## config.mk

```make
export PLATFORM = sky130hd
export DESIGN_NAME = next_pc_predictor
export DESIGN_NICKNAME = d
export VERILOG_FILES = /design/src/rtl/next_pc_predictor.sv
export SDC_FILE = /design/constraint.sdc
export NUM_CORES = 2
export LEC_CHECK = 0
export CORE_MARGIN = 2
export CORE_UTILIZATION = 50
export DETAILED_ROUTE_END_ITERATION = 10
export GPL_TIMING_DRIVEN = 0
export PLACE_DENSITY = 0.67
export SYNTH_ARGS = -nofsm -noshare
export SYNTH_HDL_FRONTEND = slang
export SYNTH_SLANG_ARGS = --single-unit
```

## constraint.sdc

```tcl
create_clock -name clk -period 8.2 [get_ports clk]
set_input_delay 2.46 -clock clk [delete_from_list [all_inputs] [get_ports clk]]
set_output_delay 2.46 -clock clk [all_outputs]
set_load 0.05 [all_outputs]
```

## src/rtl/next_pc_predictor.sv

```systemverilog
// Fetch-stage next-PC generator: fetch PC register, direct-mapped BTB with 2-bit counters, execute-stage redirect/training.
// Latency: prediction is combinational from pc_o (0 cycles); redirected or predicted PC appears on pc_o one cycle later.
// Backpressure: stall_i holds pc_o; a mispredict redirect overrides the stall; BTB training never stalls.
//
// Ports:
//   clk, rst_n                 clock (rising edge), async active-low reset
//   stall_i                    front-end stall, holds the fetch PC
//   pc_o                       registered fetch PC
//   pred_taken_o/target_o      prediction for pc_o (BTB target when taken, else pc_o+4)
//   ex_valid_i .. ex_pred_*    execute-stage resolution of a branch/jump plus the prediction it carried
//   redirect_o                 mispredict: flush younger instructions, fetch restarts at the correct PC
//   mispredict_cnt_o           saturating mispredict counter

module next_pc_predictor #(
  parameter int              XLEN        = 32,
  parameter int              BTB_ENTRIES = 16,
  parameter logic [XLEN-1:0] RESET_PC    = '0
) (
  input  logic            clk,
  input  logic            rst_n,
  input  logic            stall_i,
  output logic [XLEN-1:0] pc_o,
  output logic            pred_taken_o,
  output logic [XLEN-1:0] pred_target_o,
  input  logic            ex_valid_i,
  input  logic            ex_is_jump_i,
  input  logic [XLEN-1:0] ex_pc_i,
  input  logic            ex_taken_i,
  input  logic [XLEN-1:0] ex_target_i,
  input  logic            ex_pred_taken_i,
  input  logic [XLEN-1:0] ex_pred_target_i,
  output logic            redirect_o,
  output logic [31:0]     mispredict_cnt_o
);

  localparam int IDX  = $clog2(BTB_ENTRIES);
  localparam int TAGW = XLEN - IDX - 2;
  localparam logic [XLEN-1:0] PC_INC = XLEN'(4);

  localparam logic [1:0] CTR_RESET  = 2'b01;  // weakly not-taken
  localparam logic [1:0] CTR_JUMP   = 2'b11;  // jumps are always taken
  localparam logic [1:0] CTR_BRANCH = 2'b10;  // first taken branch: weakly taken

  // ---------------------------------------------------------------------------
  // BTB storage
  // ---------------------------------------------------------------------------
  logic             btb_valid  [BTB_ENTRIES];
  logic [TAGW-1:0]  btb_tag    [BTB_ENTRIES];
  logic [XLEN-1:0]  btb_target [BTB_ENTRIES];
  logic [1:0]       btb_ctr    [BTB_ENTRIES];

  logic [XLEN-1:0]  pc_q;
  logic [31:0]      cnt_q;

  // ---------------------------------------------------------------------------
  // Fetch-side lookup (reads the pre-write state of the current cycle)
  // ---------------------------------------------------------------------------
  logic [IDX-1:0]   lk_idx;
  logic [TAGW-1:0]  lk_tag;
  logic             lk_hit;

  assign lk_idx = pc_q[IDX+1:2];
  assign lk_tag = pc_q[XLEN-1:IDX+2];
  assign lk_hit = btb_valid[lk_idx] && (btb_tag[lk_idx] == lk_tag);

  assign pc_o          = pc_q;
  assign pred_taken_o  = lk_hit && btb_ctr[lk_idx][1];
  assign pred_target_o = pred_taken_o ? btb_target[lk_idx] : (pc_q + PC_INC);

  // ---------------------------------------------------------------------------
  // Execute-side resolution
  // ---------------------------------------------------------------------------
  logic [XLEN-1:0]  correct_pc;

  // Target only matters when the branch was actually taken; a not-taken
  // branch that was predicted not-taken is correct whatever target it carried.
  assign redirect_o = ex_valid_i &&
                      ((ex_taken_i != ex_pred_taken_i) ||
                       (ex_taken_i && (ex_target_i != ex_pred_target_i)));

  assign correct_pc = ex_taken_i ? ex_target_i : (ex_pc_i + PC_INC);

  // ---------------------------------------------------------------------------
  // Training lookup and counter update
  // ---------------------------------------------------------------------------
  logic [IDX-1:0]   ex_idx;
  logic [TAGW-1:0]  ex_tag;
  logic             ex_hit;
  logic [1:0]       ex_ctr;
  logic [1:0]       ctr_nxt;

  assign ex_idx = ex_pc_i[IDX+1:2];
  assign ex_tag = ex_pc_i[XLEN-1:IDX+2];
  assign ex_hit = btb_valid[ex_idx] && (btb_tag[ex_idx] == ex_tag);
  assign ex_ctr = btb_ctr[ex_idx];

  always_comb begin
    ctr_nxt = ex_ctr;
    if (ex_taken_i) begin
      if (ex_ctr != 2'b11) ctr_nxt = ex_ctr + 2'd1;
    end else begin
      if (ex_ctr != 2'b00) ctr_nxt = ex_ctr - 2'd1;
    end
  end

  always_ff @(posedge clk or negedge rst_n) begin
    if (!rst_n) begin
      for (int i = 0; i < BTB_ENTRIES; i++) begin
        btb_valid[i]  <= 1'b0;
        btb_tag[i]    <= '0;
        btb_target[i] <= '0;
        btb_ctr[i]    <= CTR_RESET;
      end
    end else if (ex_valid_i) begin
      if (ex_hit) begin
        btb_ctr[ex_idx] <= ctr_nxt;
        if (ex_taken_i) btb_target[ex_idx] <= ex_target_i;
      end else if (ex_taken_i) begin
        // Allocation overwrites whatever aliased into this slot.
        btb_valid[ex_idx]  <= 1'b1;
        btb_tag[ex_idx]    <= ex_tag;
        btb_target[ex_idx] <= ex_target_i;
        btb_ctr[ex_idx]    <= ex_is_jump_i ? CTR_JUMP : CTR_BRANCH;
      end
    end
  end

  // ---------------------------------------------------------------------------
  // Fetch PC register: redirect beats stall, stall beats prediction
  // ---------------------------------------------------------------------------
  always_ff @(posedge clk or negedge rst_n) begin
    if (!rst_n) begin
      pc_q <= RESET_PC;
    end else if (redirect_o) begin
      pc_q <= correct_pc;
    end else if (!stall_i) begin
      pc_q <= pred_target_o;
    end
  end

  // ---------------------------------------------------------------------------
  // Mispredict statistics
  // ---------------------------------------------------------------------------
  always_ff @(posedge clk or negedge rst_n) begin
    if (!rst_n) begin
      cnt_q <= '0;
    end else if (redirect_o && (cnt_q != 32'hFFFF_FFFF)) begin
      cnt_q <= cnt_q + 32'd1;
    end
  end

  assign mispredict_cnt_o = cnt_q;

endmodule

```

# After elaboration in Yosys (flattened, before gate mapping)
# Index checks and enable logic that the tools add are counted.
op_classes:
  addsub: 5
  n_lt_le_gt_ge: 3
  eq_ne: 7
  muxes: 43
  n_bitwise: 4
  reduce_logical: 13
op_table:
  columns: ["op", "count"]
  rows:
  - ["$bwmux 512", 1]
  - ["$bwmux 416", 1]
  - ["$mux 32", 9]
  - ["$bmux 26 s4", 2]
  - ["$mux 26", 5]
  - ["$bmux 32 s4", 1]
  - ["$demux 32 s4", 1]
  - ["$demux 26 s4", 1]
  - ["$add 32x3->32 const B", 2]
  - ["$bwmux 32", 2]
  - ["$eq 26x26->1", 2]
  - ["$add 32x1->32 const B", 1]
  - ["$ne 32x32->1", 1]
  - ["$ne 32x32->1 const B", 1]
  - ["$bmux 2 s4", 2]
  - ["$mux 2", 8]
  - ["$or 16x16->16", 1]
  - ["$ge 5x5->1 const B", 2]
  - ["$not 4->5", 2]
  - ["$bmux 1 s4", 2]
  - ["$demux 2 s4", 1]
  - ["$logic_and 1x1->1", 7]
  - ["$mux 1", 6]
  - ["$lt 5x1->1 const B", 1]
  - ["11 further kinds", 13]
totals:
  ff_bits: 1040
  inputBits: 103
  elab_cells: 141

# Logic depth before layout (Yosys ltp)
depth:
  ltp_word: 10
  depth_mapped: 16

# Least setup slack after synthesis
# Ideal clock, no wire load.
synth_timing:
  path_kind: "input to output"
  startpoint: "input ex_target_i[18]"
  endpoint: "output redirect_o"
  arrival_ps: 4325
  t_required_ps: 5740
  setup_slack_ps: 1415
  cell_stages: 9
  n_path_buf: 3
  cell_sequence: "clkbuf_1 xor2_1 nor4_1 nand4_1 nor3_1 a31o_2 inv_1 clkbuf_1 buf_1"
synth_via:
  elab_chain_len: 4
synth_rtl:
  columns: ["item", "line", "rtl"]
  rows:
  - ["start: declaration", "29", "input logic [XLEN-1:0] ex_target_i,"]
  - ["$ne 32x32->1", "79", "(ex_taken_i && (ex_target_i != ex_pred_target_i)));"]
  - ["$logic_and 1x1->1", "79", null]
  - ["$logic_or 1x1->1", "78", "((ex_taken_i != ex_pred_taken_i) ||"]
  - ["$logic_and 1x1->1", "77", "assign redirect_o = ex_valid_i &&"]
  - ["end: declaration", "32", "output logic redirect_o,"]
# No other way between the ends.

# Worst setup path after layout
layout_timing:
  startpoint: "register pc_q[4] (netlist: pc_o[4])"
  endpoint: "output pred_target_o[11]"
layout_via:
  elab_chain_len: 8
layout_rtl:
  columns: ["item", "line", "rtl"]
  rows:
  - ["start: declaration", "52", "logic [XLEN-1:0] pc_q;"]
  - ["start signal: assignment", "135", "pc_q <= correct_pc;"]
  - ["start signal: assignment", "137", "pc_q <= pred_target_o;"]
  - ["$not 4->5 (not written as such)", "64, 67, 68", null]
  - ["$bmux 26 s4", "64", "assign lk_hit = btb_valid[lk_idx] && (btb_tag[lk_idx] == lk_tag);"]
  - ["$mux 26 (not written as such) (2 in series)", "64", null]
  - ["$eq 26x26->1", "64", null]
  - ["$logic_and 1x1->1", "64", null]
  - ["$logic_and 1x1->1", "67", "assign pred_taken_o = lk_hit && btb_ctr[lk_idx][1];"]
  - ["$mux 32 *", "68", "assign pred_target_o = pred_taken_o ? btb_target[lk_idx] : (pc_q + PC_INC);"]
  - ["end: declaration", "24", "output logic [XLEN-1:0] pred_target_o,"]
# Mark *: on every way between the ends. The rest lies on a longest branch, timed or not. The select of a mux whose other input is x is not followed.

==> flow_metrics.tcl <==
set metrics [dict create \
    place_area_um2 57800 \
    critPathMaxStageDelay_ns 0.68 \
    clkTransAtPathRegs_ns 0.06 \
    hp-class "flop to flop" \
    p_int_mw 11.5 \
    drive_gt1_share_pct 37.5 \
    grt_pass1_vias 38000 \
    syn_to_final_growth_pct 14.4 \
    power_frac_seq_pct 40.1 \
    wl_per_cell_um 34.3 \
    crit_path_max_fanout 10 \
    r2r-start "pc_o[4]" \
    cp.required_ns 5.74 \
    place_congestion 0.996 \
    clock_path_buffers 3 \
    path_cells "clkdlybuf4s15_2 > clkbuf_2 > clkbuf_1 > clkbuf_2 > clkbuf_1 > mux4_2 > mux2_1 > clkbuf_2" \
    stdcell_area_um2 62100 \
    via_per_inst 6.61 \
    min_period_over_period_pct 99.7 \
    drcViolationCount 0 \
    instances_no_fill 5719 \
    finalSetupViolCount 0 \
    start_util_pct 50.6 \
    drt_iter0_drc 4835 \
    dpl.cell_count 5509 \
    die_y_um 333 \
    hold_violations 0 \
    seq_area_um2 26000 \
    leakage_nw 27.1 \
    syn_inst 3941 \
    worstSkewPairLatency_ns 0.74 \
    overflow 0 \
    layout_setup_ws_ns 0.0263 \
    synthFlopType "dfrtp_1" \
    synthesis.area_um2 54300 \
    ys_types 79 \
    htreeDepth 3 \
    post-place-ws_ns -1.24 \
    seq_area_frac_synth_pct 48.0 \
    setup_tns_ns 0 \
    clock_sinks 1040 \
    utilization_pct 57.8 \
    worstSetupPathType "flop to primary output" \
    ir_worst_vdd_uv 237 \
    crit_path_start_kind "flop" \
    grt_pass1_wl_um 281000 \
    worstMarginPinSlew_ns 1.29 \
    cts-root-buf "clkbuf_16" \
    maxSlewHeadroom_pct 13.8 \
    reg2regPathDepth 8 \
    yosys_warnings 0 \
    rows 120 \
    endpoint "pred_target_o[11]" \
    endpoint_kind "primary output" \
    synth_top_area_cell "dfrtp_1" \
    grt_start_max_net_pins 167 \
    drv_cap 0 \
    io_pins 201 \
    r2r-end "pc_o[11]" \
    core_area_um2 107000 \
    drv_slew 0 \
    ant_nets 0 \
    rrSetupSlack_ns 3.05 \
    p_sw_mw 5.44 \
    cts_tree "built" \
    clock_skew_ns 0.0346 \
    port_buffers 158 \
    wl_um 196000 \
    vias 37800 \
    cts_made_buffers 111 \
    run_status "complete, no violations" \
    ys_ff_latch 1040 \
    power.density_nw_per_um2 273 \
    multiInputGateArea_um2 26500 \
    synth_edf_count 0 \
    pwr-share-comb_pct 27.6 \
    cp_data_arrival_time_ns 5.71 \
    critPathLaunch "pc_o[4]" \
    switching_share_pct 32.1 \
    postCtsHoldBufs 0 \
    crit_slowest_cell "clkbuf_1" \
    syn_nets 4050 \
    synthArstFlopShare_pct 100 \
    cp_common_cell "clkbuf_2" \
    avgSynthCellArea_um2 13.8 \
    max_freq_ghz 0.122 \
    clkPwrFrac_pct 32.3 \
    die_x_um 333 \
    nets 4332 \
    dr.pass1.iters 5 \
    die_area_um2 111000 \
    ys_top_cells_by_area "dfrtp_1, mux4_2, mux2_2" \
    dp.final_hpwl_um 140000 \
    finalCriticalPeriod_ns 8.17 \
    nFillCells 8601 \
    grt.total_usage_pct 35.4 \
    grt_antenna_before_repair 12 \
    hp-start "btb_target[419]" \
    synth.top_cell.area_share_pct 47.2 \
]
-- final cells by class --
class / instances / area share (%)
antenna: 1 / 0.00403
buffer: 371 / 3.09
clock buffer: 154 / 5.16
clock inverter: 51 / 1.24
inverter: 36 / 0.224
multi-input combinational: 2494 / 42.7
sequential: 1040 / 42.0
tap: 1403 / 2.83
timing repair buffer: 169 / 2.73
-- stage by stage --
stage	total power [mW]	hold WS [ns]
2_1_floorplan	9.63	0.441
3_3_place_gp	11.3	0.454
3_5_place_dp	11.4	0.458
4_1_cts	16.9	0.474
5_1_grt	17.5	0.491
6_report	17.0	0.474
-- layout by cell type, fill, tap and decap left out, drive strengths merged, types with 8 or more instances in the layout --
master,synthesis,layout
mux2,875,875
nor4,14,14
or2,18,18
o21ai,58,58
nand2,383,383
a21oi,43,43
dfrtp,1024,1024
nor2,92,92
and4,9,9
clkbuf,227,402
clkdlybuf4s50,0,123
a22o,13,13
inv,36,38
xnor2,101,101
mux4,365,365
o22ai,11,11
buf,144,139
and3,48,48
and2,8,8
clkdlybuf4s15,0,23
a221oi,19,19
nand4,27,27
bufinv,0,15
mux2i,103,103
xor2,53,53
a31oi,20,20
clkinv,0,27
nor2b,15,15
a22oi,22,22
a221o,26,26
dfstp,16,16
nor3,30,30
nand3,55,55
-- repair_timing --
item | in CTS | in global routing
setup endpoints to repair | 34 | 34
hold endpoints to repair | 0 | 0
setup buffers | 4 | 0
gates resized for setup | 155 | 63
-- how the worst min path moves through the flow --
stage / end / slack, ns / depth (start not counted)
2_1_floorplan: btb_target[417] / 0.44 / 2
3_3_place_gp: btb_target[401] / 0.45 / 2
3_5_place_dp: btb_target[401] / 0.46 / 2
4_1_cts: btb_target[401] / 0.47 / 2
5_1_grt: btb_target[399] / 0.49 / 2
6_report: btb_target[419] / 0.47 / 2
-- kinds of logic (layout without fill, tap and decap cells) --
kind of cell             Yosys count  in the layout  synth area share [%]
multiplexers                    1343           1343                  36.2
flip-flops                      1040           1040                  48.0
AND/OR/NAND/NOR                  722            722                  6.25
buffers and inverters            407            781                  3.40
AO/OA/AOI/OAI                    267            267                  3.48
XOR/XNOR                         154            154                  2.49
adder cells (fa/ha/maj)            8              8                 0.175
other                              0              1                     0
-- power groups by stage --
stage          combinational (mW)  sequential [mW]  clock, mW
5_1_grt                      4.84             6.91       5.72
6_report                     4.67             6.81       5.47
3_5_place_dp                 4.54             6.85          0
3_3_place_gp                 4.46             6.86          0
2_1_floorplan                2.90             6.73          0
4_1_cts                      4.61             6.77       5.50
-- metal layers --
metal	GRT usage, %	wire length, um
met1	47.9	76800
met5	0	111
met2	52.2	86100
met4	18.1	11700
met3	10.3	21500
-- Yosys cell counts (13+ instances only) --
master	number
a21oi_1	43
a221o_1	26
a221oi_1	19
a22o_1	13
a22oi_1	22
a31oi_1	20
and3_1	48
buf_1	45
buf_2	60
buf_4	16
buf_6	22
clkbuf_1	227
dfrtp_1	1024
dfstp_2	16
inv_1	34
mux2_1	65
mux2_2	661
mux2_4	149
mux2i_1	103
mux4_2	365
nand2_1	383
nand3_1	55
nand4_1	27
nor2_1	89
nor2b_1	15
nor3_1	21
nor4_1	14
o21ai_0	57
xnor2_1	101
xor2_1	53
-- sequential cells by signal, summed over array words and instances (netlist names) --
name / count
btb_ctr: 32
btb_tag: 416
btb_target: 512
btb_valid: 16
mispredict_cnt_o: 32
pc_o: 32
-- worst max-delay path, delay by kind of cell (launching register included) --
family / cells / cell delay (ns)
buffers and inverters: 6 / 3.32
multiplexers: 2 / 1.02
flip-flops: 1 / 0.59
Note: power is estimated with default switching activity, not from simulation.
